[config.mk]
export PLATFORM = sky130hd
export DESIGN_NAME = seq_detect_sched
export DESIGN_NICKNAME = d
export VERILOG_FILES = /design/src/rtl/seq_detect_sched.sv
export SDC_FILE = /design/constraint.sdc
export NUM_CORES = 1
export LEC_CHECK = 0
export ABC_AREA = 1
export BUFFER_PORTS_ARGS = -buffer_cell sky130_fd_sc_hd__buf_2
export CAP_MARGIN = 20
export CORE_ASPECT_RATIO = 0.5
export CORE_MARGIN = 2
export CORE_UTILIZATION = 45
export CTS_BUF_LIST = sky130_fd_sc_hd__clkbuf_16
export DETAILED_ROUTE_END_ITERATION = 7
export GPL_TIMING_DRIVEN = 1
export HOLD_SLACK_MARGIN = 0.15
export PLACE_DENSITY = 0.66
export SLEW_MARGIN = 10
export SYNTH_ARGS = -nofsm -noshare
export SYNTH_HDL_FRONTEND = slang
export SYNTH_SLANG_ARGS = --single-unit
[constraint.sdc]
create_clock -name clk -period 4.2 [get_ports clk]
set_input_delay 0.84 -clock clk [delete_from_list [all_inputs] [get_ports clk]]
set_output_delay 0.84 -clock clk [all_outputs]
set_load 0.03 [all_outputs]
[src/rtl/seq_detect_sched.sv]
// Round-robin scheduler feeding CH serial streams into one shared Moore pattern detector.
// Optional SEQ_DETECT_SCHED_MATCH_CNT_EN adds a saturating 16-bit match counter (match_total).
module seq_detect_sched #(
    parameter int unsigned CH      = 4,
    parameter int unsigned PLEN    = 3,
    parameter int unsigned OVERLAP = 1,
    localparam int unsigned CW     = (CH > 1) ? $clog2(CH) : 1
) (
    input  logic            clk,
    input  logic            reset,
    input  logic            en,
    input  logic            cfg_we,
    input  logic [PLEN-1:0] cfg_pattern,
    input  logic [CH-1:0]   req,
    input  logic [CH-1:0]   bit_in,
    output logic [CH-1:0]   gnt,
    output logic            match,
    output logic [CW-1:0]   match_ch,
    output logic [PLEN-1:0] pattern
`ifdef SEQ_DETECT_SCHED_MATCH_CNT_EN
    ,
    output logic [15:0]     match_total
`endif
);

    localparam int unsigned CNTW = $clog2(PLEN + 1);
    localparam logic [PLEN-1:0] PatRst = PLEN'(3'b101);

    logic [PLEN-1:0] pattern_q;
    logic [PLEN-1:0] hist_q [CH];
    logic [CNTW-1:0] cnt_q [CH];
    logic [CW-1:0]   rr_ptr_q;
    logic            match_q;
    logic [CW-1:0]   match_ch_q;

    logic            gnt_vld;
    logic [CW-1:0]   gnt_idx;
    logic [CW-1:0]   scan_idx;
    logic [PLEN-1:0] cand;
    logic            hit;
    logic [CW-1:0]   rr_ptr_nxt;

    // Scan upward from rr_ptr with wrap; the first pending requester wins.
    always_comb begin
        gnt_vld  = 1'b0;
        gnt_idx  = '0;
        scan_idx = '0;
        if (!reset && en && !cfg_we) begin
            for (int i = 0; i < int'(CH); i++) begin
                scan_idx = CW'((int'(rr_ptr_q) + i) % int'(CH));
                if (!gnt_vld && req[scan_idx]) begin
                    gnt_vld = 1'b1;
                    gnt_idx = scan_idx;
                end
            end
        end
    end

    always_comb begin
        gnt = '0;
        if (gnt_vld) begin
            gnt = CH'(1) << gnt_idx;
        end
    end

    always_comb begin
        cand       = {hist_q[gnt_idx][PLEN-2:0], bit_in[gnt_idx]};
        hit        = gnt_vld && (cand == pattern_q) && (cnt_q[gnt_idx] >= CNTW'(PLEN - 1));
        rr_ptr_nxt = (gnt_idx == CW'(CH - 1)) ? '0 : gnt_idx + CW'(1);
    end

    always_ff @(posedge clk or posedge reset) begin
        if (reset) begin
            pattern_q  <= PatRst;
            rr_ptr_q   <= '0;
            match_q    <= 1'b0;
            match_ch_q <= '0;
            for (int k = 0; k < int'(CH); k++) begin
                hist_q[k] <= '0;
                cnt_q[k]  <= '0;
            end
        end else if (cfg_we) begin
            pattern_q <= cfg_pattern;
            match_q   <= 1'b0;
            for (int k = 0; k < int'(CH); k++) begin
                hist_q[k] <= '0;
                cnt_q[k]  <= '0;
            end
        end else if (!en) begin
            match_q <= 1'b0;
        end else begin
            match_q <= hit;
            if (hit) begin
                match_ch_q <= gnt_idx;
            end
            if (gnt_vld) begin
                rr_ptr_q <= rr_ptr_nxt;
            end
            for (int k = 0; k < int'(CH); k++) begin
                if (gnt_vld && gnt_idx == CW'(k)) begin
                    if (hit && OVERLAP == 0) begin
                        hist_q[k] <= '0;
                        cnt_q[k]  <= '0;
                    end else begin
                        hist_q[k] <= cand;
                        if (cnt_q[k] < CNTW'(PLEN)) begin
                            cnt_q[k] <= cnt_q[k] + CNTW'(1);
                        end
                    end
                end
            end
        end
    end

`ifdef SEQ_DETECT_SCHED_MATCH_CNT_EN
    logic [15:0] match_total_q;

    always_ff @(posedge clk or posedge reset) begin
        if (reset) begin
            match_total_q <= '0;
        end else if (cfg_we) begin
            match_total_q <= '0;
        end else if (match_q && match_total_q != 16'hFFFF) begin
            match_total_q <= match_total_q + 16'd1;
        end
    end

    assign match_total = match_total_q;
`endif

    assign match    = match_q;
    assign match_ch = match_ch_q;
    assign pattern  = pattern_q;

endmodule

# Yosys cells after proc, flatten, opt, wreduce, memory -nomap -nowiden
# Cells that the tools add are included.
dict set report totals {
  out_inout_bits 10
  in_bits 15
  ff_bits 28
  word_cells 123
}
dict set report classes {
  n_eq_ne 4
  n_reduce_logical 36
  bitwise_logic 2
  n_mux 49
  n_shift 1
  addsub 8
  order_cmp 11
}
# cell count
set ops {}
lappend ops {{2-bit two-way mux} 18}
lappend ops {{12-bit two-way mux} 2}
lappend ops {{3-bit AND reduction} 6}
lappend ops {{2-bit nonzero test} 9}
lappend ops {{8-bit two-way mux} 2}
lappend ops {{2-bit by 3-bit less-than comparator with 1-bit output (second input constant)} 5}
lappend ops {{1-bit two-way mux} 15}
lappend ops {{2-bit by 1-bit adder with 2-bit output (second input constant)} 6}
lappend ops {{3-bit two-way mux} 4}
lappend ops {{1-bit logical AND} 11}
lappend ops {{1-bit binary-select mux with 2-bit select} 5}
lappend ops {{2-bit less-than comparator (second input constant)} 4}
lappend ops {{2-bit AND reduction} 4}
lappend ops {{3-bit binary-select mux with 2-bit select} 1}
lappend ops {{1-bit zero test} 5}
lappend ops {{2-bit adder (second input constant)} 2}
lappend ops {{2-bit binary-select mux with 2-bit select} 1}
lappend ops {{2-bit equality test (second input constant)} 2}
lappend ops {{4-bit two-way mux} 1}
lappend ops {{1-bit by 2-bit << shifter with 4-bit output (first input constant)} 1}
lappend ops {{3-bit equality test} 1}
lappend ops {{3-bit greater-or-equal comparator (second input constant)} 1}
lappend ops {{2-bit NOT with 3-bit output} 1}
lappend ops {{2-bit by 1-bit equality test with 1-bit output (second input constant)} 1}
lappend ops {{3 further kinds} 3}

# Logic depth before layout (Yosys ltp)
# Gate-level depths: netlist of the first run.
dict set report depth {
  word_depth 25
  mapped_depth 21
  ltp_nobuf 19
}

# Worst setup path before layout of the first run
# No wires, ideal clock.
dict set report synth_timing {
  path_kind {input port to output port}
  from {input req[3]}
  to {output gnt[3]}
  path_buffers 1
  required_ps 3360
  arrival_time_ps 2159
  cell_stages 13
  path_slack_ps 1201
  cell_sequence {inv_1 nand2_1 nand3_1 nand2_2 inv_1 nand3_1 nand2_4 nand2_4 buf_12 inv_1 ha_1 nand2_1 inv_1}
}
dict set report synth_via {
  elab_chain_cells 18
  word_cells_on_any_way 29
  classes_between {shift: 1; mux: 22; reduce/logical: 6}
}
# item line
set synth_rtl {}
lappend synth_rtl {{from (decl)} 14} ;# input logic [CH-1:0] req,
lappend synth_rtl {{1-bit binary-select mux with 2-bit select} 51} ;# if (!gnt_vld && req[scan_idx]) begin
lappend synth_rtl {{1-bit two-way mux (implied by the code)} 51}
lappend synth_rtl {{1-bit two-way mux} 51}
lappend synth_rtl {{1-bit two-way mux} 48} ;# if (!reset && en && !cfg_we) begin
lappend synth_rtl {{1-bit zero test} 51}
lappend synth_rtl {{1-bit logical AND} 51}
lappend synth_rtl {{1-bit two-way mux} 51}
lappend synth_rtl {{1-bit two-way mux} 48}
lappend synth_rtl {{[3 not listed]} --}
lappend synth_rtl {{1-bit two-way mux} 48}
lappend synth_rtl {{1-bit zero test} 51}
lappend synth_rtl {{1-bit logical AND} 51}
lappend synth_rtl {{2-bit two-way mux *} 51}
lappend synth_rtl {{2-bit two-way mux *} 48}
lappend synth_rtl {{via gnt_idx[0]} 37} ;# logic [CW-1:0] gnt_idx;
lappend synth_rtl {{1-bit by 2-bit << shifter with 4-bit output *} 62} ;# gnt = CH'(1) << gnt_idx;
lappend synth_rtl {{4-bit two-way mux *} 61} ;# if (gnt_vld) begin
lappend synth_rtl {{to (decl)} 16} ;# output logic [CH-1:0] gnt,
# Mark *: on every way through the listed nets, which the timed path passes. The rest lies on a longest branch. The select of a mux whose other input is x is not followed.

# Worst setup path after layout of the first run
dict set report layout_timing {
  from {input req[3]}
  to {output gnt[1]}
}
# Same word-level chain as after synthesis.

==> results of run 1 <==
## sequential cells by signal, summed over array words and instances (netlist names)
name and flops:
cnt_q 8, hist_q 8, match 1, match_ch 2
pattern 3, rr_ptr_q 2
## stage by stage
stage	worst slack, ns	cell area (um2)	power (uW)
4_1_cts	0.831	1920	954
2_1_floorplan	1.20	1700	677
5_1_grt	0.619	1930	1020
3_3_place_gp	0.855	1840	731
6_report	0.826	1930	945
3_5_place_dp	0.842	1840	740
## power by group
group,internal (uW),switching [uW]
Combinational,142,290
Clock,127,79.5
Sequential,270,35.8
Total,539,405
## cells in the mapped netlist (all sizes together)
cell | number | area share (%)
xor2 | 1 | 0.52
dfrtp | 22 | 32
or2 | 1 | 0.37
mux2 | 3 | 2.0
inv | 33 | 7.7
nor2 | 14 | 4.3
mux2i | 1 | 0.59
buf | 3 | 2.5
ha | 8 | 5.9
a21oi | 2 | 0.59
clkbuf | 2 | 0.44
dfstp | 2 | 3.1
nand3 | 35 | 12
o21ai | 18 | 5.3
nand2 | 84 | 22
## layout make-up
cell class / instances / area, um2
Fill cell: 341 / 1600
Multi-Input combinational cell: 167 / 912
Timing Repair Buffer: 26 / 143
Sequential cell: 24 / 603
Clock buffer: 3 / 75.1
Tap cell: 51 / 63.8
Inverter: 33 / 131
Clock inverter: 1 / 3.75
## worst max-delay path: stages
cell	delay (ns)
buf_2	0.10
inv_1	0.06
nand2_1	0.07
nand3_1	0.14
nand2_2	0.10
nor2_4	0.14
nand3_2	0.08
nand2_2	0.09
inv_4	0.08
nand2_4	0.15
inv_1	0.12
ha_1	0.21
nand2_1	0.13
inv_1	0.05
buf_2	0.17
## worst min-delay path by stage
stage,startpoint,to,slack (ns)
after floorplan,hist_q[0],hist_q[0],0.48
after global placement,match_ch[1],match_ch[1],0.45
after detailed placement,match_ch[0],match_ch[0],0.46
final,match_ch[0],match_ch[0],0.47
after CTS,match_ch[0],match_ch[0],0.48
after global routing,match_ch[1],match_ch[1],0.50
## layer usage
| metal | GRT usage [%] | wire, um |
|---|---|---|
| met1 | 21.8 | 1730 |
| met2 | 29.1 | 1470 |
| met3 | 4.25 | 136 |
| met4 | 4.55 | 38 |
| met5 | 0 | 0 |
## logic make-up after synthesis
family,synth area share [%]
buffers and inverters,10.7
muxes,2.58
DFF,35.5
AOI/OAI and AO/OA,5.90
and+or+nand+nor,38.9
adders and majority gates,5.90
xor gates and xnor gates,0.516
==> metrics.md, run 1 <==
| Metric | Value |
|---|---|
| Final Net Count | 278 |
| DRC viols | 0 |
| Number of global-route vias before repair | 1201 |
| Total gr overflow | 0 |
| Hold Crit Depth | 2 |
| Final Cycle Share | 80.3% |
| Effective utilization at floorplan | 48.1% |
| PostCTS Resize Cnt | 0 |
| Die ar. | 4310 um2 |
| Inst Count DP | 300 |
| Crit. End Element | output pin |
| Reg clk slew, reported paths | 0.06 ns |
| CP endpoint | gnt[1] |
| Post-Syn Area | 1700 um2 |
| CTS root buffer | clkbuf_16 |
| Initial antenna violation count | 0 |
| Most frequent cells in the layout | nand2_1 (66), inv_1 (29), nand3_1 (29), buf_2 (24), dfrtp_1 (22) |
| DRT iter0 DRCs | 68 |
| Sum Neg Setup Slack | 0 ns |
| Synth Instances | 229 |
| CP Launch Type | input pin |
| Net count after synthesis | 252 |
| CTS sink cnt | 24 |
| Hold Crit Class | reg2reg |
| Power Density | 489 nW/um2 |
| Final WL | 3370 um |
| Final hold violations | 0 |
| Layout cells sized above 1 | 26.4% |
| GPL Wtd Cong | 0.864 |
| Run status | completed |
| Post-CTS Setup Repair Bufs | 0 |
| Clock Skews | 0.00273 ns |
| Crit path DAT | 2.53 ns |
| Avg Synthesized Cell Area | 7.41 um2 |
| Max FO, Critical Path | 15 |
| CP Launch Point | req[3] |
| Critical Path RT | 3.36 ns |
| First-pass GRT wire length | 5460 um |
| Die Wd | 90.8 um |
| Worst-case reg-to-reg path depth | 15 |
| DP HPWL | 2580 um |
| Core Area | 3530 um2 |
| Min Clock Period, post-route | 3.37 ns |
| Post-route ant nets | 0 |
| Worst R2R Setup Slack | 1.65 ns |
| RSZ-0062 raised after global routing | no |
| Worst vdd ir | 0.167 mV |
| Setup violations, final | 0 |
| TritonCTS Buffers | 3 |
| Placement row count | 15 |
| IO Pins | 25 |
| Post-synthesis sequential area ratio | 35.5% |
| DR vias/cell | 4.77 |
| Worst-Margin Slew | 0.558 ns |
| Cell Count, Final, Fillers Out | 305 |
| Commonest non-fill, non-tap cell in the layout | nand2_1 |
| #FFs+latches synth | 24 |
| CTS hold repair buffers | 0 |
| Worst r2r src | rr_ptr_q[0] |
| Layout area overhead | 13.9% |
| H-tree Lvls | 1 |
| Vias | 1456 |
| Slew margin rel. | 62.8% |
| Height of the die | 47.4 um |
| Port Buf Inserts | 24 |
| Clk Latency, worst-skew pair | 0.26 ns |
| Gr usage total | 16.7% |
| Worst hold margin | 0.474 ns |
| Largest net degree at the start of global routing | 25 |
| Reg2reg end | cnt_q[5] |
| Max Clk Rate | 296 MHz |
| Worst-case clock buffer depth | 2 |
| CTS tree | built |
| Syn. warnings | 0 |
| # Max-Cap Violations | 0 |
| Distinct cell type count after synthesis | 24 |
| WL/cell | 11.1 um |
| DRT Pass-1 Iters | 4 |
| Pins over their slew limit | 0 |
| Util after Layout | 54.8% |
| Leak | 0.00110 uW |
| Crit path kind | in2out |
| Ant diodes | 0 |
No activity file was read; power rests on OpenSTA's default activity.
==> run 2: changes to the inputs <==
==> constraint.sdc (replaced) <==
create_clock -name clk -period 3.4 [get_ports clk]
set_input_delay 0.68 -clock clk [delete_from_list [all_inputs] [get_ports clk]]
set_output_delay 0.68 -clock clk [all_outputs]
set_load 0.03 [all_outputs]
==> run 2 against run 1 <==
Utilization up 0.32 points. Global-route usage shrank 0.54 points. Register-to-register slack got worse by 0.82 ns. Non-clock buffer count decreased by 1. Critical path depth decreased by 1. Sequential cell count is the same. Clock skew grew 0.00076 ns. Worst hold slack worse by 0.0022 ns. Sequential share of layout area is 0.18 points lower. Cell area grew 0.58%. Wire length rose by 1.1%. First-iteration DRC count is 69% higher.
==> metrics.md, run 2 (same netlist as run 1, synthesis figures left out) <==
| Metric | Value |
|---|---|
| Leak | 0.00110 uW |
| Power Density | 642 nW/um2 |
| Total gr overflow | 0 |
| Vias | 1470 |
| Min Clock Period, post-route | 3.16 ns |
| Height of the die | 47.4 um |
| Port Buf Inserts | 24 |
| Met1 GRT Util | 21.1% |
| Placement row count | 15 |
| Max Clk Rate | 317 MHz |
| CTS root buffer | clkbuf_16 |
| Slowest stage cell, crit path | dfrtp_1 |
| Critical Path RT | 2.72 ns |
| Setup violations, final | 0 |
| Final Net Count | 277 |
| IO Pins | 25 |
| Slew margin rel. | 38.8% |
| Effective utilization at floorplan | 48.1% |
| Worst vdd ir | 0.228 mV |
| GRT busiest layer | met2 |
| Most frequent cells in the layout | nand2_1 (66), inv_1 (29), nand3_1 (29), buf_2 (24), dfrtp_1 (22) |
| CTS tree | built |
| Post-CTS Setup Repair Bufs | 0 |
| RSZ-0062 raised after global routing | no |
| Die Wd | 90.8 um |
| Pins over their slew limit | 0 |
| Clk Latency, worst-skew pair | 0.26 ns |
| Crit. End Element | output pin |
| CP Launch Type | flop |
| DRC viols | 0 |
| First-pass GRT wire length | 5420 um |
| CTS sink cnt | 24 |
| CTS hold repair buffers | 0 |
| Final WS setup | 0.245 ns |
| DRT Pass-1 Iters | 4 |
| Crit-path cells | inv_6 -> nand2_1 -> nand3_1 -> nand2_2 -> nor2_4 -> nand3_2 -> nand2_2 -> inv_4 -> nand2_4 -> inv_1 -> ha_1 -> nand2_1 -> inv_1 -> buf_2 |
| Initial antenna violation count | 0 |
| Worst R2R Setup Slack | 0.83 ns |
| Ant diodes | 0 |
| DP HPWL | 2550 um |
| Final WL | 3410 um |
| Crit path DAT | 2.48 ns |
| Die ar. | 4310 um2 |
| Post-route ant nets | 0 |
| Run status | completed |
| Clock Skews | 0.00349 ns |
| Core Area | 3530 um2 |
| Cell class contributing the biggest share of worst-path delay | simple AND/OR/NAND/NOR gates |
| # Max-Cap Violations | 0 |
| Sum Neg Setup Slack | 0 ns |
| PostCTS Resize Cnt | 0 |
| DRT iter0 DRCs | 115 |
| CP peak stage delay | 0.52 ns |
| Crit path kind | reg2out |
| Hold Crit Class | reg2reg |
| Commonest non-fill, non-tap cell in the layout | nand2_1 |
| Largest net degree at the start of global routing | 25 |
| GPL Wtd Cong | 0.832 |
| Final Cycle Share | 92.8% |
| WL/cell | 11.2 um |
| Worst-case clock buffer depth | 2 |
| DR vias/cell | 4.84 |
| WP buf/inv | 5 |
| Gr usage total | 16.1% |
| Number of global-route vias before repair | 1222 |
| Reg clk slew, reported paths | 0.06 ns |
| Layout area overhead | 14.5% |
| Met2 GRT Util | 29.1% |
| H-tree Lvls | 1 |
| Grt met3 use | 3.94% |
| Layout cells sized above 1 | 26.5% |
| Worst slack at placement | 0.353 ns |
| Max FO, Critical Path | 15 |
| Final hold violations | 0 |
| TritonCTS Buffers | 3 |
| Worst-Margin Slew | 0.918 ns |
## run 2: metal layers
layer	share of wire, %	routed length [um]	vias to the layer above
li1	-	-	766
met1	51	1740	687
met2	46	1550	15
met3	2.8	94	2
met4	0.56	19	0
met5	0	0	-
## run 2: layout make-up
cell class | instances | area (um2)
Inverter | 33 | 131
Multi-Input combinational cell | 167 | 912
Sequential cell | 24 | 603
Fill cell | 345 | 1590
Clock inverter | 1 | 30.0
Timing Repair Buffer | 25 | 128
Clock buffer | 3 | 75.1
Tap cell | 51 | 63.8
## run 2: report_power, final
part / leakage (uW) / switching (uW) / internal, uW / total, uW
logic: 0.000741 / 359 / 174 / 533
clock network: 0.0000511 / 102 / 234 / 336
registers: 0.000310 / 44.8 / 334 / 378
total: 0.00110 / 507 / 742 / 1250
## run 2: worst reg2reg max path, cell delays in order, from the launching register on
cell	delay (ns)
dfrtp_1	0.58
inv_6	0.09
nand2_1	0.07
nand2_1	0.07
nor2_1	0.16
nor2_1	0.08
nand3_2	0.08
nand2_2	0.07
inv_4	0.14
nand2_4	0.14
inv_1	0.16
ha_1	0.17
nand2_1	0.11
o21ai_0	0.34
nand3_1	0.10
o21ai_0	0.11
## run 2: per-stage QoR
stage               area, um2  hold WS [ns]  std cells  total power (uW)  utilization (%)
floorplan                1700         0.479        229               836                -
global placement         1840         0.453        300               903             52.1
detailed placement       1840         0.458        300               910             52.1
CTS                      1940         0.473        304              1250             55.1
global route             1940         0.500        304              1340             55.1
finish                   1940         0.472        304              1250             55.1
## run 2: final timing paths
| check | from | to | cells after the start |
|---|---|---|---|
| setup / recovery | rr_ptr_q[0] | gnt[1] | 14 |
| hold / removal | match_ch[1] | match_ch[1] | 2 |
| setup reg to reg | rr_ptr_q[0] | cnt_q[4] | 15 |
| hold reg to reg | match_ch[1] | match_ch[1] | 2 |
| max in group asynchronous | reset | cnt_q[7] | 2 |
| min in group asynchronous | reset | match_ch[0] | 2 |
